<file path="config.mk">
export PLATFORM = sky130hd
export DESIGN_NAME = reg_alloc_ctrl
export DESIGN_NICKNAME = d
export VERILOG_FILES = /design/src/rtl/reg_alloc_pkg.sv /design/src/rtl/reg_alloc_ctrl_rr_arb2.sv /design/src/rtl/reg_alloc_ctrl.sv
export SDC_FILE = /design/constraint.sdc
export NUM_CORES = 1
export LEC_CHECK = 0
export ABC_CLOCK_PERIOD_IN_PS = 7100
export CAP_MARGIN = 40
export CORE_ASPECT_RATIO = 0.6
export CORE_MARGIN = 8
export CORE_UTILIZATION = 50
export CTS_BUF_LIST = sky130_fd_sc_hd__clkbuf_8
export DETAILED_ROUTE_END_ITERATION = 6
export PLACE_DENSITY = 0.72
export SLEW_MARGIN = 10
export SYNTH_ARGS = -nofsm -noshare
export SYNTH_HDL_FRONTEND = slang
export SYNTH_HIERARCHICAL = 1
export SYNTH_SLANG_ARGS = --single-unit
</file>
<file path="constraint.sdc">
create_clock -name clk -period 7.1 [get_ports clk]
set_input_delay 1.775 -clock clk [delete_from_list [all_inputs] [get_ports clk]]
set_output_delay 1.775 -clock clk [all_outputs]
set_load 0.01 [all_outputs]
</file>
<file path="src/rtl/reg_alloc_pkg.sv">
// Shared types and sizing helpers for the register allocator.
package reg_alloc_pkg;

  localparam int NREGS_DEF = 16;

  typedef enum logic [1:0] {IDLE, SCAN, RESP} state_e;

  function automatic int idx_w(input int n);
    return $clog2(n);
  endfunction

  function automatic int cnt_w(input int n);
    return $clog2(n + 1);
  endfunction

endpackage

</file>
<file path="src/rtl/reg_alloc_ctrl_rr_arb2.sv">
// Two-input round-robin arbiter; on a tie the port not granted last wins.
module rr_arb2 (
  input  logic       clk,
  input  logic       rst_n,
  input  logic [1:0] req,
  input  logic       accept,
  output logic [1:0] gnt
);

  // prio=0 favours port 0, prio=1 favours port 1
  logic prio;

  // grant: a lone requester always wins, a tie goes to the favoured port
  always_comb begin
    gnt = 2'b00;
    if (req[0] && (!req[1] || !prio)) gnt = 2'b01;
    else if (req[1])                  gnt = 2'b10;
  end

  // after an accept, favour the port that just lost
  always_ff @(posedge clk or negedge rst_n) begin
    if (!rst_n)                 prio <= 1'b0;
    else if (accept && |req)    prio <= gnt[0];
  end

endmodule

</file>
<file path="src/rtl/reg_alloc_ctrl.sv">
// Register allocator: busy bitmap, lowest-first contiguous range search,
// range frees with error flagging, and a registered free count.
module reg_alloc_ctrl
  import reg_alloc_pkg::*;
#(
  parameter int NREGS = NREGS_DEF,
  parameter int IDX_W = idx_w(NREGS),
  parameter int CNT_W = cnt_w(NREGS)
) (
  input  logic                  clk,
  input  logic                  rst_n,
  input  logic [1:0]            alloc_valid,
  input  logic [1:0][CNT_W-1:0] alloc_count,
  output logic [1:0]            alloc_ready,
  output logic                  gnt_valid,
  output logic                  gnt_id,
  output logic [IDX_W-1:0]      gnt_base,
  output logic                  gnt_fail,
  input  logic                  free_valid,
  input  logic [IDX_W-1:0]      free_base,
  input  logic [CNT_W-1:0]      free_count,
  output logic [CNT_W-1:0]      free_regs,
  output logic                  busy,
  output logic                  err_free
);

  localparam logic [CNT_W-1:0] NREGS_C  = CNT_W'(NREGS);
  localparam logic [IDX_W-1:0] LAST_IDX = IDX_W'(NREGS - 1);
  localparam int               FW       = CNT_W + 1;

  state_e             state, state_nxt;
  logic [NREGS-1:0]   busy_map, busy_nxt, alloc_mask, free_mask;
  logic [IDX_W-1:0]   scan_idx, idx_nxt, base_q, base_nxt;
  logic [CNT_W-1:0]   run_cnt, run_nxt, run_inc, req_cnt, cnt_nxt, base_w, pop;
  logic               req_id, id_nxt, fail_q, fail_nxt, free_err, accept;
  logic [1:0]         arb_gnt;
  logic [FW-1:0]      f_lo, f_hi;

  assign accept = (state == IDLE) && |alloc_valid;

  rr_arb2 u_arb (
    .clk    (clk),
    .rst_n  (rst_n),
    .req    (alloc_valid),
    .accept (accept),
    .gnt    (arb_gnt)
  );

  // FSM next state, request latch and the one-bit-per-cycle scan
  always_comb begin
    state_nxt   = state;
    idx_nxt     = scan_idx;
    run_nxt     = run_cnt;
    id_nxt      = req_id;
    cnt_nxt     = req_cnt;
    base_nxt    = base_q;
    fail_nxt    = fail_q;
    alloc_mask  = '0;
    alloc_ready = 2'b00;
    run_inc     = busy_map[scan_idx] ? '0 : run_cnt + CNT_W'(1);
    base_w      = CNT_W'(scan_idx) + CNT_W'(1) - req_cnt;
    unique case (state)
      IDLE: if (|alloc_valid) begin
        alloc_ready = arb_gnt;
        id_nxt      = arb_gnt[1];
        cnt_nxt     = alloc_count[arb_gnt[1]];
        base_nxt    = '0;
        idx_nxt     = '0;
        run_nxt     = '0;
        if (cnt_nxt == '0 || cnt_nxt > NREGS_C) begin
          fail_nxt  = 1'b1;
          state_nxt = RESP;
        end else begin
          fail_nxt  = 1'b0;
          state_nxt = SCAN;
        end
      end
      SCAN: begin
        run_nxt = run_inc;
        if (run_inc == req_cnt) begin
          // range ends at the bit just examined; claim it this cycle
          base_nxt = base_w[IDX_W-1:0];
          for (int i = 0; i < NREGS; i++)
            alloc_mask[i] = (CNT_W'(i) >= base_w) && (CNT_W'(i) <= CNT_W'(scan_idx));
          state_nxt = RESP;
        end else if (scan_idx == LAST_IDX) begin
          fail_nxt  = 1'b1;
          state_nxt = RESP;
        end else begin
          idx_nxt = scan_idx + IDX_W'(1);
        end
      end
      RESP: state_nxt = IDLE;
      default: state_nxt = IDLE;
    endcase
  end

  // free range decode; any touched bit that is already free or out of range is an error
  always_comb begin
    f_lo      = FW'(free_base);
    f_hi      = f_lo + FW'(free_count);
    free_mask = '0;
    for (int i = 0; i < NREGS; i++)
      free_mask[i] = free_valid && (FW'(i) >= f_lo) && (FW'(i) < f_hi);
    free_err  = |(free_mask & ~busy_map) || (free_valid && f_hi > FW'(NREGS));
    // a free hitting a bit being claimed is already an error; the free wins
    busy_nxt  = (busy_map | alloc_mask) & ~free_mask;
  end

  // population count of the next bitmap feeds the registered free count
  always_comb begin
    pop = '0;
    for (int i = 0; i < NREGS; i++) pop = pop + CNT_W'(busy_nxt[i]);
  end

  // state, scan datapath, bitmap and sticky error
  always_ff @(posedge clk or negedge rst_n) begin
    if (!rst_n) begin
      state     <= IDLE;
      scan_idx  <= '0;
      run_cnt   <= '0;
      req_id    <= 1'b0;
      req_cnt   <= '0;
      base_q    <= '0;
      fail_q    <= 1'b0;
      busy_map  <= '0;
      free_regs <= NREGS_C;
      err_free  <= 1'b0;
    end else begin
      state     <= state_nxt;
      scan_idx  <= idx_nxt;
      run_cnt   <= run_nxt;
      req_id    <= id_nxt;
      req_cnt   <= cnt_nxt;
      base_q    <= base_nxt;
      fail_q    <= fail_nxt;
      busy_map  <= busy_nxt;
      free_regs <= NREGS_C - pop;
      if (free_err) err_free <= 1'b1;
    end
  end

  assign gnt_valid = (state == RESP);
  assign gnt_id    = gnt_valid & req_id;
  assign gnt_fail  = gnt_valid & fail_q;
  assign gnt_base  = (gnt_valid && !fail_q) ? base_q : '0;
  assign busy      = (state != IDLE);

endmodule

</file>
# --- Yosys cells after proc, flatten, opt, wreduce, memory -nomap -nowiden ---
# Index checks and enable logic that the tools add are counted.
totals:
  reg_bits: 45
classes:
  n_mux: 30
  n_eq_ne: 10
  reduce_logical: 69
  magnitude_cmp: 66
  add_sub_neg: 21
  bitwise_logic: 7
op_table:
  columns: ["operator", "n"]
  rows:
  - ["$add 5x1->5", 11]
  - ["$logic_and 1x1->1", 51]
  - ["$lt 4x6->1 const A", 8]
  - ["$ge 4x5->1 const A", 8]
  - ["$and 16x16->16", 2]
  - ["$le 4x4->1 const A", 8]
  - ["$mux 16", 2]
  - ["$not 16->16", 2]
  - ["$ge 4x4->1 const A", 7]
  - ["$lt 3x6->1 const A", 4]
  - ["$ge 3x5->1 const A", 4]
  - ["$mux 4", 5]
  - ["$mux 5", 4]
  - ["$ge 3x4->1 const A", 4]
  - ["$le 3x4->1 const A", 4]
  - ["$mux 2", 8]
  - ["$or 16x16->16", 1]
  - ["$pmux 4 s2", 2]
  - ["$reduce_or 16->1", 1]
  - ["$lt 1x6->1 const A", 2]
  - ["$lt 2x6->1 const A", 2]
  - ["$ge 1x5->1 const A", 2]
  - ["$ge 2x5->1 const A", 2]
  - ["$pmux 5 s2", 1]
  - ["39 further kinds", 58]

# --- Depth between registers and ports, before layout ---
# Gate-level depths: netlist of run 1.
depth:
  ltp_word: 24
  mapped_depth: 25

# --- By module ---
# The synthesis of run 1 kept the hierarchy.
by_module_without_submodules:
  columns: ["mod", "area_each_um2", "seq_area_each_um2", "instances", "cells_each"]
  rows:
  - ["reg_alloc_ctrl", 3787.4, 1102.3, 1, 431]
  - ["rr_arb2", 55.1, 25.0, 1, 6]

# --- Worst setup path before layout of run 1 ---
# No wires, ideal clock.
synth_path:
  path_kind: "input to register"
  from: "input free_base[1]"
  to: "register free_regs[3]"
  arrival_time_ns: 7.219
  n_path_buf: 1
  stages: 21
  required_ns: 6.986
  setup_time_ns: 0.114
  slack_ns: -0.232
  path_cell_list: "clkbuf_1 > inv_1 > fa_1 > and4_1 > o21ai_1 > nor2_1 > a211o_1 > o21a_1 > fa_1 > inv_1 > ha_1 > fa_1 > inv_1 > fa_1 > fa_1 > inv_1 > fa_1 > ha_1 > inv_1 > fa_1 > inv_1"
synth_between:
  elab_chain_len: 21
  word_cells_on_any_way: 81
synth_lines:
  columns: ["element", "line", "source"]
  rows:
  - ["start: declaration", "reg_alloc_ctrl.sv:20", "input logic [IDX_W-1:0] free_base,"]
  - ["$add 4x5->6 or $ge 1x4->1 (tied branches)", "reg_alloc_ctrl.sv:101, reg_alloc_ctrl.sv:104", null]
  - ["$lt 1x6->1 or $logic_and 1x1->1 (tied branches)", "reg_alloc_ctrl.sv:104", "free_mask[i] = free_valid && (FW'(i) >= f_lo) && (FW'(i) < f_hi);"]
  - ["$logic_and 1x1->1 *", "reg_alloc_ctrl.sv:104", null]
  - ["$not 16->16 *", "reg_alloc_ctrl.sv:107", "busy_nxt = (busy_map | alloc_mask) & ~free_mask;"]
  - ["$and 16x16->16 *", "reg_alloc_ctrl.sv:107", null]
  - ["via busy_nxt[1]", "reg_alloc_ctrl.sv:32", "logic [NREGS-1:0] busy_map, busy_nxt, alloc_mask, free_mask;"]
  - ["$add 1x1->2 *", "reg_alloc_ctrl.sv:113", "for (int i = 0; i < NREGS; i++) pop = pop + CNT_W'(busy_nxt[i]);"]
  - ["$add 2x1->3 *", "reg_alloc_ctrl.sv:113", null]
  - ["$add 3x1->4 *", "reg_alloc_ctrl.sv:113", null]
  - ["$add 4x1->5 *", "reg_alloc_ctrl.sv:113", null]
  - ["$add 5x1->5 * (11 in series)", "reg_alloc_ctrl.sv:113", null]
  - ["$sub 5x5->5 *", "reg_alloc_ctrl.sv:138", "free_regs <= NREGS_C - pop;"]
  - ["end signal: assignment", "reg_alloc_ctrl.sv:138", null]
  - ["end: declaration", "reg_alloc_ctrl.sv:22", "output logic [CNT_W-1:0] free_regs,"]
# Mark *: on every way through the listed nets, which the timed path passes. The rest lies on a longest branch.
# A chain may end at the register's enable or synchronous reset.

# --- Final worst setup path of run 1 ---
layout_path:
  from: "input free_base[0]"
  to: "register free_regs[3]"
layout_between:
  word_cells_on_any_way: 81
layout_lines:
  columns: ["element", "line"]
  rows:
  - ["$add 4x5->6 or $ge 4x4->1 (tied branches)", "reg_alloc_ctrl.sv:101, reg_alloc_ctrl.sv:104"]
  - ["$lt 4x6->1 or $logic_and 1x1->1 (tied branches)", "reg_alloc_ctrl.sv:104"]
  - ["$logic_and 1x1->1 *", "reg_alloc_ctrl.sv:104"]
  - ["$not 16->16 *", "reg_alloc_ctrl.sv:107"]
  - ["$and 16x16->16 *", "reg_alloc_ctrl.sv:107"]
  - ["via busy_nxt[14]", "reg_alloc_ctrl.sv:32"]
  - ["$add 5x1->5 * (2 in series)", "reg_alloc_ctrl.sv:113"]
  - ["$sub 5x5->5 *", "reg_alloc_ctrl.sv:138"]
# Marked as above.

==> results.yml, run 1 <==
outcome:
  status: "finished, final reports clean"
worst_setup_path:
  crit_type: "in2reg"
  worstPathRequired_ps: 7310
  cp_slowest_cell: "fa_1"
  max_stage_delay_ps: 550
  r2r_cells: 20
  start_kind: "input port"
  path_buf_inv: 7
  path_common_cell: "inv_1"
  cp.depth: 25
  crit_arrival_ps: 7160
  worstSetupEndpointType: "flop"
  critical_path.top_delay_family: "adder cells"
  critPathMaxFanout: 3
pwr:
  power_density_nw_per_um2: 316
  internal-power_w: 0.000840
  power_frac_seq: 0.243
  finalPower_w: 0.00161
  swShare: 0.477
  combPwrFrac: 0.629
  clkPwrFrac: 0.128
  power_switching_w: 0.000766
  leakage_nw: 2.27
  ir_worst_vdd_uv: 285
routing:
  viasPerCell: 6.07
  drt_iter0_drc: 328
  routed_wirelength_mm: 11.8
  avgRoutedWirePerCell_um: 18.8
  via_count: 3815
  first_pass_iters: 5
  final_antenna_net_count: 0
  drcViolationCount: 0
clock_network:
  cts_hold_buf: 0
  insertion_delay_ps: 310
  root_buffer: "clkbuf_8"
  cts.sinks: 45
  cts_tree: "built"
  htreeDepth: 2
  clk_path_buf_depth: 2
  cts.clk_slew.worst_paths_ps: 80
  cts_made_buffers: 5
floorplanning:
  core_sq_um: 7360
  initial_core_util: 0.522
  dieWidth_um: 129
  die_y_um: 83.9
  num_io_pins: 40
  dieArea_sq_um: 10800
  row_count: 24
placement:
  place_congestion: 0.944
  dp.cells: 609
  io_buffers: 39
  place_hpwl_mm: 9.17
  dp_slack_ps: -716
sta:
  clock_skew_ps: 13.7
  max_slew.worst_pin.slew_ps: 742
  final.period_utilization: 0.979
  hold_ws_ps: 473
  min_period_ps: 6950
  slew_headroom: 0.500
  rsz0062_at_grt: "no"
  slew_viol_final: 0
  finalHoldViolations: 0
  setup_viol: 0
  setup_ws_ps: 149
  totalNegativeSetupSlack_ps: 0
  fmax_mhz: 144
final_layout:
  final-seq-area_sq_um: 1130
  num-fill-cells: 634
  final_nets: 587
  syn_to_final_growth_pct: 32.2
  drive_gt1_frac: 0.230
  multi_input_area_sq_um: 2710
  final_cells: 629
  antenna_cells: 0
global_routing:
  grt_pass1_vias: 3520
  antenna_found_initial: 1
  grt_use_total: 0.211
  grt_max_degree: 26
  grt_overflow: 0
  grt_pass1_wl_mm: 18.2
hold_path:
  hold_depth: 1
  min_path_type: "reg2reg"
synth:
  syn_inst: 437
  synth_nets: 500
  synth_top_cell_by_area: "dfrtp_1"
  ys_top_cells_by_area: "dfrtp_1 29%, ha_1 8.5%, fa_1 6.8%, inv_1 4.1%, o21ai_0 3.5%"
  synth.distinct_cells: 68
  avgSynthCellArea_sq_um: 8.79
  ys.flop_type: "dfrtp_1"
  yosysTopAreaCellShare: 0.287
  yosysWarningCount: 6
  ys_seq_area_frac: 0.293
  ys_seq_elements: 45
  synth_area_sq_um: 3840
  async_reset_ff_frac: 1.00
  synth_edf_count: 0
flow_run:
  cap_violations: 0
## flip-flops by register name, summed over array words and instances, names as in the netlist
signal	count
err_free	1
scan_idx	4
free_regs	5
busy_map	16
run_cnt	5
state	2
u_arb/prio	1
req_cnt	5
fail_q	1
base_q	4
req_id	1
## kinds of logic after synthesis
logic type | synth area share
flops | 0.293
mux | 0.0404
buf+inv | 0.0583
fa+ha+maj | 0.152
xor+xnor | 0.0387
compound gates | 0.214
simple gates | 0.203
## per-layer routing
metal  track usage  routed length (um)  vias up  share of wire
li1              -                   -     1747              -
met1         0.313                5470     1832           0.46
met2         0.263                4620      218           0.39
met3         0.101                1630       16           0.14
met4        0.0382                 103        2         0.0087
met5             0                  10        -        0.00084
## cell usage after synthesis (5+ instances only)
cell and number:
a21o_1 5, a21oi_1 18, a32o_1 5, and2_1 10, and3_1 6, clkbuf_1 11
dfrtp_1 44, fa_1 13, ha_1 26, inv_1 42, mux2i_1 11, nand2_1 32
nand3_1 9, nand4_1 7, nor2_1 29, nor2b_1 10, nor3_1 11, nor4_1 8
o21a_1 7, o21ai_0 27, o21ai_1 6, or2_2 6, xnor2_1 11, xor2_1 6
## placed cells by master (no fill, tap or decap), types with 5 or more instances in the layout
master / instances
o21ai_1: 6
or2_2: 6
a21oi_1: 15
dlymetal6s2s_1: 5
clkbuf_8: 6
nor3_1: 11
fa_2: 6
o21a_1: 7
buf_4: 54
nor4_1: 8
nand3_1: 9
nand2_1: 32
clkdlybuf4s50_1: 32
a21o_1: 5
ha_1: 20
nor2b_1: 8
inv_1: 40
dfrtp_1: 44
and3_1: 5
nor2_1: 28
fa_1: 7
o21ai_0: 24
xnor2_1: 10
and2_1: 9
nand4_1: 7
xor2_1: 5
mux2i_1: 11
## timing repair
item / CTS / global route
cloned: 0 / 0
endpoints found under the setup margin: 3 / 2
pin swaps: 16 / 23
gates resized for setup: 18 / 37
setup buffers: 5 / 7
## metrics by stage
step	utilization	area, sq um
global route	0.691	5080
detailed placement	0.633	4660
CTS	0.662	4870
floorplan	-	3860
finish	0.691	5080
global placement	0.631	4640
## power by group through the flow
stage,registers [W],logic [W],clock network (W)
CTS,0.000389,0.000952,0.000209
global placement,0.000389,0.000905,0
finish,0.000390,0.00101,0.000205
floorplan,0.000376,0.000611,0
detailed placement,0.000393,0.000937,0
global route,0.000401,0.00110,0.000218
## layout make-up
class                      count  area share
clock inverter                 2     0.00665
inverter                      42      0.0310
multi-input combinational    334       0.533
tap                          104      0.0256
timing repair buffer          96       0.165
clock buffer                   6      0.0163
sequential                    45       0.222
## path summary, 6_finish.rpt
| path | to | from | slack (ps) |
|---|---|---|---|
| worst min-delay path | req_id | req_id | 470 |
| worst max register to register | free_regs[3] | scan_idx[3] | 390 |
| worst min register to register | req_id | req_id | 470 |
| min in group asynchronous | base_q[2] | rst_n | 1430 |
| max in group asynchronous | busy_map[10] | rst_n | 5140 |
| worst max-delay path | free_regs[3] | free_base[0] | 150 |
No activity file was read; power rests on OpenSTA's default activity.
==> inputs of run 2 (changes only) <==
Settings changed: CORE_ASPECT_RATIO 0.6 to 1.5.
==> run 2 against run 1 <==
  * Clock skew down 6.1 ps
  * Die area shrank 0.32%
  * Routed wire length down 5.1%
  * Setup slack improved by 50 ps
  * Critical path type unchanged
  * Critical endpoint unchanged
==> results.yml, run 2 (synthesis results as in run 1) <==
final_layout:
  num-fill-cells: 645
  regMostFlops: "busy_map"
  mostFrequentLayoutCell: "buf_4"
  final_cells: 631
  largest_reg_flops: 16
  final_nets: 591
  multi_input_area_sq_um: 2650
  antenna_cells: 0
  final_core_util: 0.666
  stdcell_area_sq_um: 5010
  drive_gt1_frac: 0.216
  layout_common_cells: "58 x buf_4, 44 x dfrtp_1, 43 x inv_1"
  syn_to_final_growth_pct: 30.3
  final-seq-area_sq_um: 1130
clock_network:
  cts_hold_buf: 0
  cts.clk_slew.worst_paths_ps: 90
  clk_path_buf_depth: 2
  htreeDepth: 2
  cts_tree: "built"
  cts.sinks: 45
  cts_made_buffers: 5
  root_buffer: "clkbuf_8"
  insertion_delay_ps: 310
worst_setup_path:
  r2r_slack_ps: 720
  critPathMaxFanout: 7
  r2r_cells: 20
  worstSetupEndpointType: "flop"
  r2r-start: "scan_idx[3]"
  crit_arrival_ps: 7120
  worstPathRequired_ps: 7320
  start_kind: "input port"
  r2r_end: "free_regs[3]"
  crit_type: "in2reg"
global_routing:
  grt_max_degree: 34
  grt_use_met3: 0.0466
  grt_pass1_vias: 4000
  grt_use_total: 0.220
  busiest_layer: "met2"
  grt_pass1_wl_mm: 18.5
  grt_use_met1: 0.203
  antenna_found_initial: 0
  grtUsageMet2: 0.416
  grt_overflow: 0
routing:
  drcViolationCount: 0
  final_antenna_net_count: 0
  viasPerCell: 5.95
  first_pass_iters: 4
  via_count: 3752
  drt_iter0_drc: 191
  avgRoutedWirePerCell_um: 17.8
  routed_wirelength_mm: 11.2
sta:
  totalNegativeSetupSlack_ps: 0
  finalHoldViolations: 0
  max_slew.worst_pin.slew_ps: 805
  min_period_ps: 6900
  slew_viol_final: 0
  slew_headroom: 0.462
  hold_ws_ps: 480
  setup_viol: 0
  fmax_mhz: 145
  clock_skew_ps: 7.57
  rsz0062_at_grt: "no"
  final.period_utilization: 0.972
floorplanning:
  initial_core_util: 0.511
  dieArea_sq_um: 10800
  num_io_pins: 40
  row_count: 39
  dieWidth_um: 87.6
  core_sq_um: 7510
  die_y_um: 123
pwr:
  ir_worst_vdd_uv: 281
  power_density_nw_per_um2: 302
  leakage_nw: 2.24
hold_path:
  hp-start: "req_id"
  min_path_type: "reg2reg"
  holdPathEnd: "req_id"
  hold_depth: 1
placement:
  place_hpwl_mm: 8.78
  dp.cells: 612
  place_congestion: 0.960
  io_buffers: 39
  placed_area_sq_um: 4690
outcome:
  status: "finished, final reports clean"
flow_run:
  cap_violations: 0
## run 2: changes by cell type in the layout (fill, tap and decap cells not counted), sizes merged
cell / delta
dlymetal6s2s: -4
clkinvlp: +1
clkdlybuf4s50: +2
clkbuf: -2
buf: +4
inv: +1
dlygate4sd2: +3
bufinv: -1
## run 2: power breakdown
group / leakage [nW] / internal, W / switching, W / total, W
clock network: 0.0467 / 0.0000669 / 0.0000919 / 0.000159
registers: 0.593 / 0.000318 / 0.0000684 / 0.000387
logic: 1.60 / 0.000404 / 0.000565 / 0.000968
total: 2.24 / 0.000789 / 0.000725 / 0.00151
## run 2: how the worst max path moves through the flow
| stage | from | to | slack, ps | cells past startpoint |
|---|---|---|---|---|
| final | free_base[1] | free_regs[3] | 200 | 24 |
| after global routing | free_base[2] | free_regs[3] | 2 | 23 |
| after CTS | free_base[2] | free_regs[3] | 80 | 22 |
| after detailed placement | free_base[0] | free_regs[4] | -770 | 25 |
| after global placement | free_base[0] | free_regs[3] | -550 | 25 |
| after floorplan | free_base[1] | free_regs[3] | 1 | 24 |
## run 2: repair_timing
item / in CTS / in global routing
cloned: 0 / 0
pin swaps: 18 / 9
resized for setup: 30 / 9
buffers inserted: 10 / 1
setup endpoints to repair: 3 / 2
## run 2: cell type report
cell class,instances,area share
Inverter,42,0.0315
Tap cell,102,0.0255
Clock inverter,3,0.00300
Clock buffer,5,0.0137
Timing Repair Buffer,100,0.172
Sequential cell,45,0.225
Multi-Input combinational cell,334,0.529
## run 2: through the flow
| stage | total power (W) | setup slack, ps |
|---|---|---|
| 2_1_floorplan | 0.000988 | 1.09 |
| 3_3_place_gp | 0.00129 | -552 |
| 3_5_place_dp | 0.00132 | -775 |
| 4_1_cts | 0.00150 | 82.8 |
| 5_1_grt | 0.00163 | 1.55 |
| 6_report | 0.00151 | 199 |
## run 2: worst max-delay path, cell delays in order
cell,delay [ps]
dlygate4sd2_1,270
buf_6,140
ha_4,230
a21o_1,220
and4_1,250
o21ai_4,160
buf_4,170
and3_4,200
nand3_2,70
nor3b_1,140
a32o_2,290
fa_1,500
inv_1,40
ha_1,170
ha_1,270
inv_1,60
fa_2,380
fa_1,490
inv_1,60
fa_1,480
ha_1,140
inv_1,50
fa_2,510
inv_1,40
## run 2: routing by layer
metal  up-vias  share of wire  routed length [um]
met5         -              0                   0
met3        51          0.045                 505
met1      1797           0.35                3970
met4         0          0.060                 669
li1       1764              -                   -
met2       140           0.54                6080
